$ cat src/rtl/imem_pkg.sv
// Shared definitions for the instruction memory and its byte-stream loader.
package imem_pkg;

    typedef enum logic [1:0] {
        IDLE  = 2'd0,
        RECV  = 2'd1,
        WRITE = 2'd2,
        DONE  = 2'd3
    } loader_state_t;

    localparam int IMEM_WIDTH  = 32;
    localparam int IMEM_DEPTH  = 256;
    localparam int IMEM_ADDR_W = $clog2(IMEM_DEPTH);

endpackage

$ cat src/rtl/byte_packer.sv
// Little-endian byte-to-word assembler: bytes shift in from the top, so the
// first accepted byte ends up in the least significant lane.
module byte_packer #(
    parameter int WIDTH = 32,
    parameter int BYTES = WIDTH / 8
) (
    input  logic             clk,
    input  logic             reset,
    input  logic             clr,
    input  logic             in_valid,
    input  logic [7:0]       in_data,
    output logic             word_valid,
    output logic [WIDTH-1:0] word_next
);

    localparam int IDX_W = (BYTES > 1) ? $clog2(BYTES) : 1;
    localparam logic [IDX_W-1:0] LAST_IDX = IDX_W'(BYTES - 1);

    logic [IDX_W-1:0] idx_q, idx_d;
    logic [WIDTH-1:0] sr_q, sr_d;

    // word_next is the word as it will look once the current byte lands
    generate
        if (BYTES > 1) begin : g_shift
            assign word_next = {in_data, sr_q[WIDTH-1:8]};
        end else begin : g_single
            assign word_next = in_data;
        end
    endgenerate

    assign word_valid = in_valid && (idx_q == LAST_IDX);

    always_comb begin
        idx_d = idx_q;
        sr_d  = sr_q;
        if (clr) begin
            idx_d = '0;
            sr_d  = '0;
        end else if (in_valid) begin
            sr_d  = word_next;
            idx_d = (idx_q == LAST_IDX) ? '0 : idx_q + 1'b1;
        end
    end

    always_ff @(posedge clk or posedge reset) begin
        if (reset) begin
            idx_q <= '0;
            sr_q  <= '0;
        end else begin
            idx_q <= idx_d;
            sr_q  <= sr_d;
        end
    end

endmodule

$ cat src/rtl/imem_loader.sv
// Streams bytes into consecutive instruction-memory words and holds the CPU
// in reset until the requested number of words has been written.
module imem_loader
    import imem_pkg::*;
#(
    parameter int WIDTH  = IMEM_WIDTH,
    parameter int DEPTH  = IMEM_DEPTH,
    parameter int ADDR_W = $clog2(DEPTH),
    parameter int BYTES  = WIDTH / 8
) (
    input  logic              clk,
    input  logic              reset,
    input  logic              start,
    input  logic [ADDR_W:0]   word_count,
    input  logic [7:0]        s_data,
    input  logic              s_valid,
    output logic              s_ready,
    output logic              we,
    output logic [ADDR_W-1:0] waddr,
    output logic [WIDTH-1:0]  wdata,
    output logic              busy,
    output logic              done,
    output logic              err,
    output logic              cpu_hold
);

    localparam logic [ADDR_W:0] DEPTH_C = (ADDR_W + 1)'(DEPTH);

    loader_state_t     state_q, state_d;
    logic [ADDR_W:0]   count_q, count_d;
    logic [ADDR_W:0]   word_idx_q, word_idx_d;
    logic [ADDR_W-1:0] waddr_q, waddr_d;
    logic [WIDTH-1:0]  wdata_q, wdata_d;
    logic              err_q, err_d;
    logic              s_ready_q, we_q, busy_q, done_q, cpu_hold_q;

    logic              accept;
    logic              pack_clr;
    logic              word_valid;
    logic [WIDTH-1:0]  word_next;
    logic [ADDR_W:0]   start_count;

    assign accept      = s_valid && s_ready_q;
    assign start_count = (word_count > DEPTH_C) ? DEPTH_C : word_count;

    byte_packer #(
        .WIDTH (WIDTH),
        .BYTES (BYTES)
    ) u_packer (
        .clk        (clk),
        .reset      (reset),
        .clr        (pack_clr),
        .in_valid   (accept),
        .in_data    (s_data),
        .word_valid (word_valid),
        .word_next  (word_next)
    );

    always_comb begin
        state_d    = state_q;
        count_d    = count_q;
        word_idx_d = word_idx_q;
        waddr_d    = waddr_q;
        wdata_d    = wdata_q;
        err_d      = err_q;
        pack_clr   = 1'b0;
        case (state_q)
            IDLE, DONE: begin
                if (start) begin
                    count_d    = start_count;
                    err_d      = (word_count > DEPTH_C);
                    word_idx_d = '0;
                    pack_clr   = 1'b1;
                    state_d    = (start_count == '0) ? DONE : RECV;
                end
            end
            RECV: begin
                if (word_valid) begin
                    waddr_d = word_idx_q[ADDR_W-1:0];
                    wdata_d = word_next;
                    state_d = WRITE;
                end
            end
            WRITE: begin
                word_idx_d = word_idx_q + 1'b1;
                state_d    = (word_idx_q == count_q - 1'b1) ? DONE : RECV;
            end
            default: state_d = IDLE;
        endcase
    end

    // Status outputs are registered off the next state so they line up with it
    always_ff @(posedge clk or posedge reset) begin
        if (reset) begin
            state_q    <= IDLE;
            count_q    <= '0;
            word_idx_q <= '0;
            waddr_q    <= '0;
            wdata_q    <= '0;
            err_q      <= 1'b0;
            s_ready_q  <= 1'b0;
            we_q       <= 1'b0;
            busy_q     <= 1'b0;
            done_q     <= 1'b0;
            cpu_hold_q <= 1'b1;
        end else begin
            state_q    <= state_d;
            count_q    <= count_d;
            word_idx_q <= word_idx_d;
            waddr_q    <= waddr_d;
            wdata_q    <= wdata_d;
            err_q      <= err_d;
            s_ready_q  <= (state_d == RECV);
            we_q       <= (state_d == WRITE);
            busy_q     <= (state_d == RECV) || (state_d == WRITE);
            done_q     <= (state_d == DONE);
            cpu_hold_q <= (state_d != DONE);
        end
    end

    assign s_ready  = s_ready_q;
    assign we       = we_q;
    assign waddr    = waddr_q;
    assign wdata    = wdata_q;
    assign busy     = busy_q;
    assign done     = done_q;
    assign err      = err_q;
    assign cpu_hold = cpu_hold_q;

endmodule

$ cat config.mk
export PLATFORM = sky130hd
export DESIGN_NAME = imem_loader
export DESIGN_NICKNAME = d
export VERILOG_FILES = /design/src/rtl/imem_pkg.sv /design/src/rtl/byte_packer.sv /design/src/rtl/imem_loader.sv
export SDC_FILE = /design/constraint.sdc
export NUM_CORES = 1
export LEC_CHECK = 0
export CAP_MARGIN = 10
export CORE_MARGIN = 2
export CORE_UTILIZATION = 53
export CTS_CLUSTER_SIZE = 10
export DETAILED_ROUTE_END_ITERATION = 7
export MAX_ROUTING_LAYER = met4
export PLACE_DENSITY = 0.91
export SLEW_MARGIN = 20
export SYNTH_ARGS = -nofsm -noshare
export SYNTH_HDL_FRONTEND = slang
export SYNTH_HIERARCHICAL = 1
export SYNTH_SLANG_ARGS = --single-unit
$ cat constraint.sdc
create_clock -name clk -period 2.67 [get_ports clk]
set_input_delay 0.267 -clock clk [delete_from_list [all_inputs] [get_ports clk]]
set_output_delay 0.267 -clock clk [all_outputs]
set_load 0.01 [all_outputs]
Word-level counts from Yosys, hierarchy flattened. Index checks and enable logic that the tools add are counted.

Reduce and logical (&&, ||, !) cells: 11. Muxes and demuxes: 15. Magnitude comparators: 1. Eq/ne operators: 10. $add $sub $neg: 3.

Operators by type and width (count): $mux W32 (2); $mux W9 (2); $pmux W9 S2 (1); $mux W2 (7); $eq A2 B2 Y1 const B (5); $add A9 B1 Y9 const B (1); $eq A9 B9 Y1 (1); $gt A9 B9 Y1 const B (1); $logic_not A9 Y1 (1); $sub A9 B1 Y9 const B (1); $pmux W2 S3 (1); $reduce_and A2 Y1 (3); $eq A2 B1 Y1 const B (2); $ne A2 B2 Y1 const B (2); $reduce_bool A2 Y1 (2); $add A2 B1 Y2 const B (1); $logic_and A1 B1 Y1 (2); $logic_not A2 Y1 (1); $mux W1 (2); $reduce_or A2 Y1 (1); $logic_or A1 B1 Y1 (1).

Logic and storage cells: 53. Output and inout bits: 46. Bits of input ports: 21. Register bits after elaboration: 100.

Longest topological paths before layout.
Depth after elaboration: 8. Depth in mapped cells: 11. Gate-level depth less buffers: 9.

Cells and area by module. Netlist, hierarchy kept.

By module, submodules not included: imem_loader (area each 2957.8 sq um, sequential area each 1652.8 sq um, times used 1, cells each 239); byte_packer (area each 1157.4 sq um, sequential area each 650.6 sq um, times used 1, cells each 95).

Worst setup path after synthesis. OpenSTA, ideal clock, no wires.

Path type: flip-flop to flip-flop. Start point: register s_ready_q (netlist: s_ready). End point: register busy_q (netlist: busy). Data arrival time: 2.193 ns. Path slack: 0.351 ns. Cell stages (with the launch flop): 10. Buffers on the path: 2. Period minus slack after synthesis: 2.319 ns. Library setup time: 0.126 ns. Required time: 2.544 ns. Cells stage by stage: dfrtp_1 and2_1 buf_6 buf_12 and2_1 o21a_1 a211o_1 a311oi_1 nor4_1 ha_1.

Longest elaborated chain between the ends: 6. Elaborated cells between the ends (all ways): 7. Classes of those cells: eq/ne: 2; mux: 2; reduce/logical: 3.

Ends and longest elaborated chain: from (decl) (RTL line imem_loader.sv:35) `logic s_ready_q, we_q, busy_q, done_q, cpu_hold_q;`; from (signal assigned) (RTL line imem_loader.sv:113) `s_ready_q <= (state_d == RECV);`; $logic_and A1 B1 Y1 (*) (RTL line imem_loader.sv:43) `assign accept = s_valid && s_ready_q;`; via accept (RTL line imem_loader.sv:37) `logic accept;`; $logic_and A1 B1 Y1 (*) (RTL line byte_packer.sv:31) `assign word_valid = in_valid && (idx_q == LAST_IDX);`; via word_valid (RTL line imem_loader.sv:39) `logic word_valid;`; $mux W2 (*) (RTL line imem_loader.sv:78) `if (word_valid) begin`; $pmux W2 S3 (*) (RTL line imem_loader.sv:67) `case (state_q)`; $eq A2 B1 Y1 / $eq A2 B2 Y1 (equally long branches) (RTL line imem_loader.sv:115) `busy_q <= (state_d == RECV) || (state_d == WRITE);`; $logic_or A1 B1 Y1 (*) (RTL line imem_loader.sv:115); to (signal assigned) (RTL line imem_loader.sv:115); to (decl) (RTL line imem_loader.sv:35).

Mark *: on every way through the listed nets, which the timed path passes. The rest lies on a longest branch. A chain may end at the register's enable or synchronous reset.

Worst setup path after layout.
Start point: register count_q[0]. End point: register s_ready_q (netlist: s_ready).

Longest elaborated chain between the ends: 5.

Ends and longest elaborated chain: from (decl) (RTL line imem_loader.sv:30) `logic [ADDR_W:0] count_q, count_d;`; from (signal assigned) (RTL line imem_loader.sv:108) `count_q <= count_d;`; $sub A9 B1 Y9 (RTL line imem_loader.sv:86) `state_d = (word_idx_q == count_q - 1'b1) ? DONE : RECV;`; $eq A9 B9 Y1 (RTL line imem_loader.sv:86); $mux W2 (RTL line imem_loader.sv:86); $pmux W2 S3 (RTL line imem_loader.sv:67); $eq A2 B1 Y1 (RTL line imem_loader.sv:113).

No other way between the ends.

==> reports/summary.json <==
{
  "status": {
    "outcome": "finished clean"
  },
  "power": {
    "ir_worst_vdd_uv": 460,
    "power_density_mw_per_mm2": 897,
    "cellLeakagePower_nw": 2.34,
    "report.power.total_mw": 4.48
  },
  "routing": {
    "wl_per_cell_um": 15.6,
    "postRouteWirelength_mm": 7.77,
    "detailedRoute.firstPassIterationCount": 4,
    "first_iter_violations": 125,
    "num_vias": 2704,
    "via_per_inst": 5.42,
    "ant_nets": 0,
    "detail_route.drc_violations": 0
  },
  "global_route": {
    "largest_net_degree_at_the_start_of_global_routing": 58,
    "globalRouteTotalUtil": 0.203,
    "antenna_found_initial": 0,
    "grt_pass1_wl_mm": 13.1,
    "number_of_global_route_vias_before_repair": 2670,
    "globalRoute.totalOverflow": 0
  },
  "layout": {
    "multi_input_comb_area_sq_mm": 0.00162,
    "num_antenna_cells": 0,
    "post_route_cells_drive_above_1_share": 0.0756,
    "fillCellCount": 575,
    "nets": 421,
    "finalCoreUtilization": 0.656,
    "final-instance-count-excl-fill": 499,
    "layout-area-overhead-vs-synth_pct": 21.3,
    "regArea_sq_mm": 0.00230
  },
  "critical_path": {
    "reg2reg_slack_ns": 0.24,
    "reg2reg_depth": 8,
    "critPathKind": "reg2reg",
    "cp.arrival_ns": 2.67,
    "startpoint_type": "flip-flop",
    "required_time_worst_endpoint_ns": 2.91,
    "reg2reg_to": "s_ready$_DFF_PP0_",
    "critical_path.max_fanout": 5,
    "startpoint_of_the_worst_register_to_register_path": "count_q[0]$_DFFE_PP0P_",
    "end_kind": "flip-flop"
  },
  "sta": {
    "worst-slew-pin-transition_ns": 0.938,
    "whs_ns": 0.191,
    "setup_total_negative_slack_ns": 0,
    "fmax_mhz": 411,
    "finalSetupViolations": 0,
    "finalCritPeriodShare": 0.911,
    "hold_viol": 0,
    "slew_violations": 0,
    "grt_setup_unrepaired": "false",
    "max_slew_margin_vs_limit": 0.371,
    "period_needed_ns": 2.43,
    "clock_skew_ns": 0.0133
  },
  "clocking": {
    "cts.path.max_buffers": 2,
    "cts_setup_buffers": 0,
    "clock_latency_ns": 0.36,
    "clock_tree.htree_level_count": 3,
    "cts.repair.resized": 0,
    "cts.sink_count": 92,
    "clock_tree.root_cell": "clkbuf_8",
    "cts-buffers-inserted": 9,
    "cts.clk_slew.worst_paths_ns": 0.09,
    "post_cts_hold_buffer_count": 0,
    "cts_tree": "yes"
  },
  "floorplanning": {
    "initial_core_util": 0.541,
    "io-pin-count": 67,
    "std_cell_rows": 32,
    "floorplan.die_area_sq_mm": 0.00849,
    "die_x_um": 92.1,
    "die-height_um": 92.1,
    "core-area_sq_mm": 0.00761
  },
  "place": {
    "dp.cells": 483,
    "dpl.hpwl_mm": 5.52,
    "port-buffer-count": 66,
    "placer_congestion": 0.846
  },
  "logic_synthesis": {
    "avgSynthCellArea_sq_um": 12.3,
    "post_synthesis_sequential_area_ratio": 0.560,
    "synthesis.area_sq_mm": 0.00412,
    "number_of_flops_mapped_to_enable_cells_by_yosys": 0,
    "yosys_warnings": 6,
    "postSynthNetCount": 363,
    "synthFlopType": "dfrtp_1",
    "syn_inst": 334,
    "synth-async-reset-ratio": 1.00,
    "total_of_flip_flops_plus_latches_after_synthesis": 92,
    "ys_types": 51
  },
  "worst_hold_path": {
    "timing.hold.worst.class": "in2async"
  },
  "job": {
    "maxCapViolCount": 0
  }
}
==> worst max-delay path by stage <==
stage                           start  depth (start not counted)           endpoint  slack [ns]
3_3_place_gp                  s_valid                          8     busy$_DFF_PP0_        0.27
3_5_place_dp                  s_valid                          8     busy$_DFF_PP0_        0.22
4_1_cts        count_q[0]$_DFFE_PP0P_                          8  s_ready$_DFF_PP0_        0.25
2_1_floorplan       s_ready$_DFF_PP0_                          9     busy$_DFF_PP0_        0.35
6_report       count_q[0]$_DFFE_PP0P_                          8  s_ready$_DFF_PP0_        0.24
5_1_grt        count_q[2]$_DFFE_PP0P_                          6     busy$_DFF_PP0_        0.13
==> cells in the mapped netlist (5+ instances only) <==
cell / count / area share
a21oi_1: 5 / 0.0061
buf_4: 8 / 0.015
clkbuf_1: 9 / 0.0082
dfrtp_1: 91 / 0.55
ha_1: 8 / 0.024
inv_1: 9 / 0.0082
mux2_1: 38 / 0.10
mux2i_1: 26 / 0.063
nand2_1: 19 / 0.017
nand2b_1: 8 / 0.012
nor2_1: 32 / 0.029
o21ai_1: 10 / 0.012
xnor2_1: 8 / 0.017
xor2_1: 5 / 0.011
==> layout by cell type, fill, tap and decap left out, types with 3 or more instances in the layout <==
| cell type | count |
|---|---|
| a21oi_1 | 5 |
| clkbuf_8 | 9 |
| clkdlybuf4s50_1 | 66 |
| clkinvlp_4 | 3 |
| dfrtp_1 | 91 |
| ha_1 | 8 |
| inv_1 | 7 |
| mux2_1 | 38 |
| mux2_2 | 4 |
| mux2i_1 | 26 |
| nand2_1 | 18 |
| nand2b_1 | 8 |
| nand3b_1 | 3 |
| nor2_1 | 32 |
| nor4_1 | 4 |
| o21ai_0 | 4 |
| o21ai_1 | 10 |
| xnor2_1 | 8 |
| xor2_1 | 5 |
==> stage by stage <==
step                area (sq um)  setup WS (ns)
finish                      4990          0.238
global route                4990          0.128
CTS                         4990          0.254
detailed placement          4800          0.225
global placement            4800          0.266
floorplan                   4120          0.351
==> kinds of logic (layout without fill, tap and decap cells) <==
kind of cell    Yosys count  after routing  share of synthesized area
flops                    92             92                      0.560
compound gates           32             32                     0.0496
simple gates             87             87                      0.106
mux                      68             68                      0.178
xor+xnor                 14             14                     0.0344
buf+inv                  33             96                     0.0480
fa+ha+maj                 8              8                     0.0243
==> worst max-delay path, cell delays in order (launching register included) <==
cell,delay [ns]
dfrtp_1,0.44
inv_1,0.09
ha_1,0.31
xnor2_1,0.13
a21oi_1,0.12
o2111ai_1,0.15
o31a_1,0.36
or4_1,0.52
ha_1,0.19
==> cell type report <==
type,count,area share
flip-flops and latches,92,0.461
multi-input cells,209,0.324
repair buffers,70,0.143
clock buffers,11,0.0263
well taps,102,0.0256
clock inverters,5,0.0123
inverters,10,0.00752
==> sequential cells by signal, indices dropped and copies added (netlist names) <==
name            cells
u_packer/sr_q      24
state_q             2
count_q             9
s_ready             1
we                  1
waddr               8
word_idx_q          9
cpu_hold            1
err                 1
wdata              32
busy                1
u_packer/idx_q      2
done                1
==> power breakdown <==
group	leakage (nW)	switching, mW	internal [mW]
registers	1.25	0.275	1.72
logic	1.01	0.814	0.751
clock network	0.0862	0.481	0.437
==> per-layer routing <==
layer | GRT usage | vias up | share of wire
met2 | 0.325 | 63 | 0.51
met1 | 0.252 | 1362 | 0.43
met3 | 0.0542 | 18 | 0.041
li1 | - | 1261 | -
met5 | - | - | 0
met4 | 0.0709 | 0 | 0.021
Power figures use the tool's default switching activity.
